==> config.mk <==
export PLATFORM = sky130hd
export DESIGN_NAME = button_conditioner
export DESIGN_NICKNAME = d
export VERILOG_FILES = /design/src/rtl/button_conditioner_pkg.sv /design/src/rtl/button_conditioner_sync_2ff.sv /design/src/rtl/button_conditioner.sv
export SDC_FILE = /design/constraint.sdc
export NUM_CORES = 1
export LEC_CHECK = 0
export BUFFER_PORTS_ARGS = -buffer_cell sky130_fd_sc_hd__buf_2
export CAP_MARGIN = 20
export CORE_UTILIZATION = 39
export DETAILED_ROUTE_END_ITERATION = 10
export GPL_ROUTABILITY_DRIVEN = 0
export PLACE_DENSITY = 0.63
export SLEW_MARGIN = 20
export SYNTH_ARGS = -nofsm -noshare
export SYNTH_HDL_FRONTEND = slang
export SYNTH_SLANG_ARGS = --single-unit
==> constraint.sdc <==
create_clock -name clk -period 1.9 [get_ports clk]
set_input_delay 0.19 -clock clk [delete_from_list [all_inputs] [get_ports clk]]
set_output_delay 0.19 -clock clk [all_outputs]
set_load 0.03 [all_outputs]
==> src/rtl/button_conditioner_pkg.sv <==
// Shared definitions for push-button input stages: FSM state encoding and
// default timing constants.
package button_conditioner_pkg;

  typedef enum logic [1:0] {
    IDLE       = 2'd0,
    CHECK_HIGH = 2'd1,
    PRESSED    = 2'd2,
    CHECK_LOW  = 2'd3
  } btn_state_e;

  localparam int DEFAULT_DEBOUNCE_CYCLES = 4;
  localparam int DEFAULT_LONG_CYCLES     = 16;

endpackage

==> src/rtl/button_conditioner_sync_2ff.sv <==
// Single-bit two-flop synchroniser for an input asynchronous to clk.
module sync_2ff (
  input  logic clk,
  input  logic rst,
  input  logic d,
  output logic q
);

  logic meta_q, meta_d;
  logic sync_q, sync_d;

  always_comb begin
    meta_d = d;
    sync_d = meta_q;
  end

  always_ff @(posedge clk or posedge rst) begin
    if (rst) begin
      meta_q <= 1'b0;
      sync_q <= 1'b0;
    end else begin
      meta_q <= meta_d;
      sync_q <= sync_d;
    end
  end

  assign q = sync_q;

endmodule

==> src/rtl/button_conditioner.sv <==
// Synchronises and debounces a raw push-button; emits the clean level plus
// registered press, release and long-press strobes.
module button_conditioner
  import button_conditioner_pkg::*;
#(
  parameter int DEBOUNCE_CYCLES = DEFAULT_DEBOUNCE_CYCLES,
  parameter int LONG_CYCLES     = DEFAULT_LONG_CYCLES
) (
  input  logic clk,
  input  logic rst,
  input  logic button_raw,
  output logic button,
  output logic press_pulse,
  output logic release_pulse,
  output logic long_press
);

  localparam int DW = $clog2(DEBOUNCE_CYCLES + 1);
  localparam int HW = $clog2(LONG_CYCLES + 1);
  localparam logic [DW-1:0] DEB_LAST  = DW'(DEBOUNCE_CYCLES - 1);
  localparam logic [HW-1:0] HOLD_MAX  = HW'(LONG_CYCLES);
  localparam logic [HW-1:0] HOLD_LONG = HW'(LONG_CYCLES - 1);

  logic button_s;

  btn_state_e    state_q, state_d;
  logic [DW-1:0] deb_cnt_q, deb_cnt_d;
  logic [HW-1:0] hold_cnt_q, hold_cnt_d;
  logic          button_q, button_d;
  logic          press_q, press_d;
  logic          release_q, release_d;
  logic          long_q, long_d;

  sync_2ff u_sync (
    .clk (clk),
    .rst (rst),
    .d   (button_raw),
    .q   (button_s)
  );

  always_comb begin
    state_d    = state_q;
    deb_cnt_d  = deb_cnt_q;
    hold_cnt_d = hold_cnt_q;
    button_d   = button_q;
    press_d    = 1'b0;
    release_d  = 1'b0;
    long_d     = 1'b0;

    // Hold time accumulates across low glitches; saturation makes long_d one-shot.
    if (state_q == PRESSED || state_q == CHECK_LOW) begin
      if (hold_cnt_q != HOLD_MAX) hold_cnt_d = hold_cnt_q + HW'(1);
      long_d = (hold_cnt_q == HOLD_LONG);
    end

    case (state_q)
      IDLE: begin
        if (button_s) begin
          state_d   = CHECK_HIGH;
          deb_cnt_d = '0;
        end
      end
      CHECK_HIGH: begin
        if (!button_s) begin
          state_d = IDLE;
        end else if (deb_cnt_q == DEB_LAST) begin
          state_d    = PRESSED;
          button_d   = 1'b1;
          press_d    = 1'b1;
          hold_cnt_d = '0;
        end else begin
          deb_cnt_d = deb_cnt_q + DW'(1);
        end
      end
      PRESSED: begin
        if (!button_s) begin
          state_d   = CHECK_LOW;
          deb_cnt_d = '0;
        end
      end
      CHECK_LOW: begin
        if (button_s) begin
          state_d = PRESSED;
        end else if (deb_cnt_q == DEB_LAST) begin
          // Release wins over a coincident long-press so strobes stay exclusive.
          state_d   = IDLE;
          button_d  = 1'b0;
          release_d = 1'b1;
          long_d    = 1'b0;
        end else begin
          deb_cnt_d = deb_cnt_q + DW'(1);
        end
      end
      default: state_d = IDLE;
    endcase
  end

  always_ff @(posedge clk or posedge rst) begin
    if (rst) begin
      state_q    <= IDLE;
      deb_cnt_q  <= '0;
      hold_cnt_q <= '0;
      button_q   <= 1'b0;
      press_q    <= 1'b0;
      release_q  <= 1'b0;
      long_q     <= 1'b0;
    end else begin
      state_q    <= state_d;
      deb_cnt_q  <= deb_cnt_d;
      hold_cnt_q <= hold_cnt_d;
      button_q   <= button_d;
      press_q    <= press_d;
      release_q  <= release_d;
      long_q     <= long_d;
    end
  end

  assign button        = button_q;
  assign press_pulse   = press_q;
  assign release_pulse = release_q;
  assign long_press    = long_q;

endmodule

# --- After elaboration in Yosys (flattened, before gate mapping) ---
# Index checks and enable logic that the tools add are counted.
word_totals:
  input_bits: 3
  reg_bits: 16
classes:
  n_mux: 32
  addsub: 2
  n_eq_ne: 14
  n_reduce_logical: 6
ops:
  columns: ["op", "n"]
  rows:
  - ["2-to-1 mux 5 bit", 5]
  - ["2-to-1 mux 3 bit", 5]
  - ["2-to-1 mux 1 bit", 13]
  - ["2-to-1 mux 2 bit", 6]
  - ["one-hot mux 3 bit (4 select lines)", 1]
  - ["one-hot mux 2 bit (4 select lines)", 1]
  - ["AND reduction 4 bit", 2]
  - ["inequality test 2 x 1 -> 1 bit (second input constant)", 3]
  - ["inequality test 2 bit (second input constant)", 3]
  - ["adder 5 x 1 -> 5 bit (second input constant)", 1]
  - ["equality test 5 x 4 -> 1 bit (second input constant)", 1]
  - ["inequality test 5 bit (second input constant)", 1]
  - ["AND reduction 5 bit", 1]
  - ["equality test 2 bit (second input constant)", 2]
  - ["adder 3 x 1 -> 3 bit (second input constant)", 1]
  - ["equality test 3 x 2 -> 1 bit (second input constant)", 1]
  - ["inequality test 3 x 1 -> 1 bit (second input constant)", 1]
  - ["inequality test 3 bit (second input constant)", 1]
  - ["equality test 2 x 1 -> 1 bit (second input constant)", 1]
  - ["logical NOT 2 bit", 1]
  - ["one-hot mux 1 bit (2 select lines)", 1]
  - ["nonzero test 2 bit", 1]
  - ["logical OR 1 bit", 1]

# --- Depth between registers and ports, before layout ---
# Gate-level depths: netlist of the first run.
logic_depth:
  ltp_word: 6
  mapped_depth: 5
  ltp_nobuf: 5

# --- By module ---
# Synthesis of the first run repeated with hierarchy kept, for this count alone.
unflattened:
  hier_cells: 64
  hier_area_um2: 721.9
by_module_without_submodules:
  columns: ["mod", "seq_area_each_um2", "n_inst", "cells_per_inst", "area_each_um2"]
  rows:
  - ["button_conditioner", 350.3, 1, 61, 668.1]
  - ["sync_2ff", 50.0, 1, 3, 53.8]

# --- Least setup slack after synthesis of the first run ---
# Ideal clock, no wire load.
synth_path:
  path_type: "flip-flop to flip-flop"
  from: "reg deb_cnt_q[0]"
  to: "reg deb_cnt_q[0]"
  arrival_ns: 1.309
  path_buffers: 0
  path_stages_with_launch: 6
  required_ns: 1.775
  setup_slack_ns: 0.465
  setup_ns: 0.125
  cell_sequence: "dfrtp_1 ha_1 ha_1 nand2_1 nand2_2 mux2_4"
synth_via:
  elab_chain_cells: 4
  elab_cells_between_ends: 6
  cone_classes: "add/sub (1); eq/ne (1); mux (4)"
synth_rtl:
  columns: ["element", "line", "rtl"]
  rows:
  - ["start: declaration", "button_conditioner.sv:27", "logic [DW-1:0] deb_cnt_q, deb_cnt_d;"]
  - ["start signal: assignment", "button_conditioner.sv:109", "deb_cnt_q <= deb_cnt_d;"]
  - ["adder 3 x 1 -> 3 bit / equality test 3 x 2 -> 1 bit (equally long branches)", null, null]
  - ["2-to-1 mux 3 bit (*)", "button_conditioner.sv:66, button_conditioner.sv:84", null]
  - ["2-to-1 mux 3 bit, on equally long branches", "button_conditioner.sv:82, button_conditioner.sv:64", null]
  - ["one-hot mux 3 bit (4 select lines) (*)", "button_conditioner.sv:56", "case (state_q)"]
# Every way passes the cells marked *; elsewhere a longest branch is shown, timed or not. The select of a mux whose other input is x is not followed.
# A chain may end at the register's enable or synchronous reset.

# --- Worst setup path in the final report of the first run ---
# Ends and elaborated chain as after synthesis.

==> results.json, run 1 <==
{
  "intPower_uw": 731.3,
  "portBuffers": 6,
  "cp_max_fo": 6,
  "finalSetupViolations": 0,
  "maxSlewViolCount": 0,
  "critPathKind": "reg -> reg",
  "cts-root-buf": "clkbuf_4",
  "syn_inst": 64,
  "yosys.area.top_type": "dfrtp_1",
  "path_common_cell": "ha_1",
  "die-area_mm2": 0.002030,
  "ant_nets": 0,
  "worstSetupEndpoint": "deb_cnt_q[0]",
  "fin_crit_sh_pct": 83.07,
  "worst_path_largest_cell_delay_ps": 430,
  "initial_core_util_pct": 41.88,
  "post_drt_via_cell_ratio": 4.850,
  "setup.worst_path.start_class": "flip-flop",
  "vias": 485,
  "post-cts-setup-buffers": 0,
  "netlist_area_um2": 723.2,
  "cts.path.max_buffers": 2,
  "rr_worst_depth": 5,
  "first_global_vias": 419,
  "cts_buffers": 3,
  "synth_area_leaders": "dfrtp_1 (55%), ha_1 (8.7%), nand2_1 (4.7%), inv_1 (3.1%), mux2i_1 (2.8%)",
  "synthDistinctLibCells": 24,
  "cp.depth": 5,
  "fillers": 166,
  "drt-total-wl_mm": 1.188,
  "status": "complete, no violations",
  "antenna_found_initial": 0,
  "switching_share_pct": 35.26,
  "r2r-end": "deb_cnt_q[0]",
  "clock_latency_ps": 280,
  "crit_arrival_ps": 1760,
  "fp-row-count": 15,
  "relSlewSlack_pct": 60.98,
  "async_flop_share_pct": 100.0,
  "rsz0062_at_grt": "false",
  "p_seq_share_pct": 50.0,
  "finalNetCount": 84,
  "die_h_um": 45.06,
  "critPathBufInv": 0,
  "reg2reg_slack_ps": 320,
  "diodes": 0,
  "synth_nets": 72,
  "crit_path_cell_trace": "ha_1 -> ha_1 -> nand2_1 -> nand2_2 -> mux2_4",
  "layout_min_cycle_time_ps": 1578,
  "hp-class": "reg -> reg",
  "grt_start_max_net_pins": 17,
  "synth_ff_type": "dfrtp_1",
  "synth-edff-count": 0,
  "cellLeakagePower_nw": 0.4326,
  "fin_tns_setup_ps": 0,
  "tightest_slew_ps": 584.7,
  "p_per_area_mw_per_mm2": 1349,
  "cp.required_ps": 2080,
  "post-route-drc-count": 0,
  "dp_slack_ps": 358.7,
  "ir_worst_vdd_uv": 450.7,
  "synth_top_area_share_pct": 55.36,
  "fmax_mhz": 633.6,
  "power.switching_uw": 398.3,
  "die_w_um": 45.06,
  "reg2reg_from": "deb_cnt_q[0]",
  "end_kind": "flip-flop",
  "drtIter0Drc": 8,
  "coreArea_mm2": 0.001727,
  "grt_usage_pct": 13.49,
  "cpLargestDelayFamily": "flip-flops",
  "cts_tree": "done",
  "startpoint": "deb_cnt_q[0]",
  "drt_pass1_iterations": 4,
  "clock_power_share_pct": 20.1,
  "htree_levels": 1,
  "syn_avg_cell_area_um2": 11.30,
  "layout_setup_ws_ps": 321.7,
  "worst_clock_skew_ps": 3.227,
  "critPathSlowestCell": "dfrtp_1",
  "ys_seq_elements": 16,
  "grt_pass1_wl_mm": 1.883,
  "clk_pin_slew_ps": 100,
  "wl_per_cell_um": 11.88,
  "synth-warning-count": 0,
  "grt_overflow": 0,
  "combPwrFrac_pct": 29.9,
  "synth_seq_area_share_pct": 55.36,
  "synthToLayoutAreaGrowth_pct": 15.74,
  "dp_hpwl_um": 805.3,
  "drive_above_1_share_pct": 17.33,
  "drv_cap": 0,
  "io_pins": 7,
  "hold_viol": 0,
  "cts.sinks": 16
}
## cell usage in the layout, fill, tap and decap left out, types with 2 or more instances in the layout
cell	instances
a31oi_1	2
buf_2	6
clkbuf_4	3
dfrtp_1	16
dlygate4sd3_1	2
ha_1	5
inv_1	6
mux2i_1	2
nand2_1	9
nand3_1	4
o21ai_0	3
xor2_1	2
## kinds of logic after synthesis
logic type | Yosys count | share of synthesized area, %
mux | 3 | 4.844
flops | 16 | 55.36
xor+xnor | 2 | 2.423
fa+ha+maj | 5 | 8.651
compound gates | 10 | 9.342
buf+inv | 7 | 3.632
simple gates | 21 | 15.75
## worst min path at each step
stage | start | to | slack (ps) | cells after the start
floorplan | rst | asynchronous set/reset pin | 100 | 1
CTS | u_sync.meta_q | u_sync.q | 360 | 0
finish | u_sync.meta_q | u_sync.q | 360 | 0
global placement | rst | u_sync.meta_q | 290 | 2
global route | u_sync.meta_q | u_sync.q | 380 | 0
detailed placement | rst | u_sync.meta_q | 290 | 2
## repair_timing
item                      in CTS  in global routing
hold endpoints to repair      17                  0
resized for setup              0                  0
hold buffers                   2                  0
## state kept, by name, summed over array words and instances (netlist names), named ones only
register,count
hold_cnt_q,5
long_press,1
state_q,1
button,1
u_sync.q,1
deb_cnt_q,3
u_sync.meta_q,1
release_pulse,1
press_pulse,1
## power groups by stage
stage | registers [mW] | clock network [mW] | logic [mW]
floorplan | 0.522 | 0 | 0.308
global placement | 0.561 | 0 | 0.333
detailed placement | 0.567 | 0 | 0.339
CTS | 0.562 | 0.240 | 0.343
global route | 0.584 | 0.250 | 0.383
finish | 0.565 | 0.227 | 0.338
## synth_stat cells, drive strengths merged (2+ instances only)
master / number
nand2: 10
mux2i: 2
ha: 5
inv: 6
xor2: 2
dfrtp: 16
o21ai: 3
nand3: 4
a31oi: 2
## per-stage QoR
step	std cells	instance area [um2]	hold WS [ps]	power, mW	utilization, %
finish	100	837.1	359.9	1.130	48.48
global placement	94	780.7	287.2	0.8932	45.22
floorplan	64	723.2	103.7	0.8298	-
global route	100	837.1	376.4	1.217	48.48
CTS	100	837.1	359.0	1.145	48.48
detailed placement	94	780.7	294.4	0.9068	45.22
## routing by layer
layer / GRT usage (%) / vias to the layer above / wire length [um]
li1: - / 242 / -
met1: 17.39 / 229 / 624
met2: 19.71 / 12 / 508
met3: 3.600 / 2 / 40
met4: 9.091 / 0 / 14
met5: 0 / - / 0
## area by class of cell
class	instances	area, um2	share of cell area [%]
sequential	16	400.4	47.83
tap	25	31.28	3.737
clock buffer	4	36.28	4.335
timing repair buffer	8	50.05	5.979
inverter	6	22.52	2.691
multi-input combinational	41	296.5	35.43
Power figures use the tool's default switching activity.
==> run 2, diff against run 1 <==
--- a/config.mk
+++ b/config.mk
@@ -5,12 +5,13 @@
 export SDC_FILE = /design/constraint.sdc
 export NUM_CORES = 1
 export LEC_CHECK = 0
+export ABC_AREA = 1
 export BUFFER_PORTS_ARGS = -buffer_cell sky130_fd_sc_hd__buf_2
 export CAP_MARGIN = 20
 export CORE_UTILIZATION = 39
 export DETAILED_ROUTE_END_ITERATION = 10
 export GPL_ROUTABILITY_DRIVEN = 0
-export PLACE_DENSITY = 0.63
+export PLACE_DENSITY = 0.65
 export SLEW_MARGIN = 20
 export SYNTH_ARGS = -nofsm -noshare
 export SYNTH_HDL_FRONTEND = slang
==> constraint.sdc (replaced) <==
create_clock -name clk -period 1.4 [get_ports clk]
set_input_delay 0.14 -clock clk [delete_from_list [all_inputs] [get_ports clk]]
set_output_delay 0.14 -clock clk [all_outputs]
set_load 0.03 [all_outputs]
==> run 2 against run 1 <==
Clock power up 3%. Routed wire length up 1.3%. Critical path depth up 4. Synthesized area up 9.7%. Largest cell class unchanged. Highest routed layer unchanged. Global-route usage down 0.15 points. Largest power group unchanged.
==> results.json, run 2 <==
{
  "wl_met2_um": 578,
  "layout_commonest_cell": "dfrtp_1",
  "placed_cell_area_um2": 850.8,
  "fmax_mhz": 767.4,
  "io_pins": 7,
  "crit_path_cell_trace": "ha_1 -> ha_1 -> nand2_4 -> inv_2 -> nand2_2 -> nand2_2 -> nand2_2 -> inv_2 -> nor2_1",
  "worstSetupEndpoint": "hold_cnt_q[3]",
  "layout_min_cycle_time_ps": 1303,
  "grt_overflow": 0,
  "largest_reg_flops": 5,
  "setup.worst_path.start_class": "flip-flop",
  "finalSetupViolations": 0,
  "post_cts_resized": 0,
  "fp-row-count": 15,
  "drtIter0Drc": 2,
  "yosys.area.top_type": "dfrtp_1",
  "drv_cap": 0,
  "drt_pass1_iterations": 4,
  "cts_buffers": 3,
  "first_global_vias": 494,
  "coreArea_mm2": 0.001821,
  "dp_hpwl_um": 874.6,
  "cpLargestDelayFamily": "adder cells",
  "fin_crit_sh_pct": 93.08,
  "portBuffers": 6,
  "reg2reg_from": "deb_cnt_q[0]",
  "wl_per_cell_um": 9.789,
  "r2r-end": "hold_cnt_q[3]",
  "cp.depth": 9,
  "fin_cells": 123,
  "diodes": 0,
  "post-route-drc-count": 0,
  "syn_inst": 85,
  "clk_pin_slew_ps": 90,
  "ant_nets": 0,
  "async_flop_share_pct": 100.0,
  "grt_pass1_wl_mm": 1.987,
  "cts.sinks": 16,
  "synth_most_common_cell": "dfrtp_1",
  "final_cell_area_um2": 920.9,
  "ir_worst_vdd_uv": 704.8,
  "die_h_um": 47.10,
  "startpoint": "deb_cnt_q[0]",
  "hp-class": "reg -> reg",
  "critPathBufInv": 2,
  "rr_worst_depth": 9,
  "path_common_cell": "nand2_2",
  "post_drt_via_cell_ratio": 4.488,
  "maxUsedRoutingLayer": "met4",
  "most-common-layout-cells": "dfrtp_1 (16), nand2_1 (14), inv_1 (12)",
  "cts_tree": "done",
  "reg_top3": "hold_cnt_q x5, deb_cnt_q x3",
  "cts-root-buf": "clkbuf_4",
  "hold_viol": 0,
  "synth_ff_type": "dfrtp_1",
  "cp_max_fo": 6,
  "cellLeakagePower_nw": 0.4930,
  "ys_seq_elements": 16,
  "relSlewSlack_pct": 60.93,
  "critPathSlowestCell": "dfrtp_1",
  "wl_met3_um": 27,
  "crit_arrival_ps": 1520,
  "worst_path_largest_cell_delay_ps": 390,
  "initial_core_util_pct": 43.57,
  "end_kind": "flip-flop",
  "drt-total-wl_mm": 1.204,
  "vias": 552,
  "dp.cells": 116,
  "synth-warning-count": 0,
  "maxSlewViolCount": 0,
  "tightest_slew_ps": 585.5,
  "htree_levels": 1,
  "finalNetCount": 108,
  "die-area_mm2": 0.002218,
  "p_per_area_mw_per_mm2": 1747,
  "worst_clock_skew_ps": 1.546,
  "clock_latency_ps": 270,
  "drt-met1-wl_um": 587,
  "antenna_found_initial": 0,
  "syn_avg_cell_area_um2": 9.332,
  "largest_register": "hold_cnt_q",
  "synthTopCellsByCount": "dfrtp_1 (16), nand2_1 (14), inv_1 (12), nor2_1 (7), o21ai_0 (6)",
  "grt_usage_pct": 13.34,
  "synth_nets": 93,
  "grt_start_max_net_pins": 17,
  "synth_top_area_share_pct": 50.47,
  "reg2reg_slack_ps": 100,
  "synth-edff-count": 0,
  "synthToLayoutAreaGrowth_pct": 16.09,
  "cp.required_ps": 1610,
  "synthDistinctLibCells": 18,
  "cts.path.max_buffers": 2,
  "status": "complete, no violations",
  "synth_seq_area_share_pct": 50.47,
  "die_w_um": 47.10,
  "drive_above_1_share_pct": 28.57,
  "critPathKind": "reg -> reg",
  "netlist_area_um2": 793.3,
  "synth_area_leaders": "dfrtp_1 (50%), ha_1 (7.9%), nand2_1 (6.6%), inv_1 (5.7%), nand2_4 (5.7%)"
}
-- run 2: cell types whose count changed after synthesis, moves of 3 or more --
cell	delta
inv_2	+3
o21ai_0	+3
nand2_1	+5
nand2_4	+4
nand2_2	+3
nor2_1	+7
inv_1	+6
-- run 2: cells by family after synthesis --
logic type | share of synthesized area [%]
and+or+nand+nor | 23.66
DFF | 50.47
buffers and inverters | 10.09
adders and majority gates | 7.886
AOI/OAI and AO/OA | 7.886
-- run 2: layer usage --
metal | vias to the layer above | GRT usage [%]
li1 | 293 | -
met1 | 252 | 18.09
met2 | 5 | 18.61
met3 | 2 | 2.692
met4 | 0 | 10.29
met5 | - | 0
-- run 2: worst min path at each step --
stage	from	end	slack, ps	cells past startpoint
2_1_floorplan	rst	asynchronous set/reset pin	50	1
5_1_grt	u_sync.meta_q	u_sync.q	360	0
3_3_place_gp	rst	hold_cnt_q[0]	240	2
3_5_place_dp	rst	hold_cnt_q[4]	240	2
4_1_cts	u_sync.meta_q	u_sync.q	360	0
6_report	u_sync.meta_q	u_sync.q	350	0
-- run 2: timing repair --
action | 4_1_cts | 5_1_grt
setup buffers | 0 | 2
setup endpoints to repair | 0 | 1
hold buffers | 2 | 0
hold endpoints to repair | 17 | 0
-- run 2: cell type report --
type / instances / area, um2
fillers: 178 / 899.6
clock buffers: 3 / 22.52
inverters: 17 / 68.82
repair buffers: 11 / 85.08
well taps: 25 / 31.28
flip-flops and latches: 16 / 400.4
multi-input cells: 51 / 312.8
-- run 2: power breakdown --
| part | switching (mW) | leakage, nW | internal (mW) | total [mW] |
|---|---|---|---|---|
| Combinational | 0.401 | 0.276 | 0.254 | 0.655 |
| Sequential | 0.121 | 0.203 | 0.599 | 0.720 |
| Clock | 0.134 | 0.0138 | 0.0995 | 0.234 |
-- run 2: through the flow --
step | utilization (%) | power [mW] | setup slack [ps] | hold slack [ps] | TNS, ps
floorplan | - | 1.251 | 162.1 | 53.74 | 0
global placement | 46.74 | 1.356 | 127.2 | 244.6 | 0
detailed placement | 46.74 | 1.371 | 99.09 | 244.2 | 0
CTS | 49.07 | 1.619 | 80.66 | 359.0 | 0
global route | 50.58 | 1.764 | -22.01 | 361.6 | -22.01
finish | 50.58 | 1.609 | 96.87 | 354.6 | 0
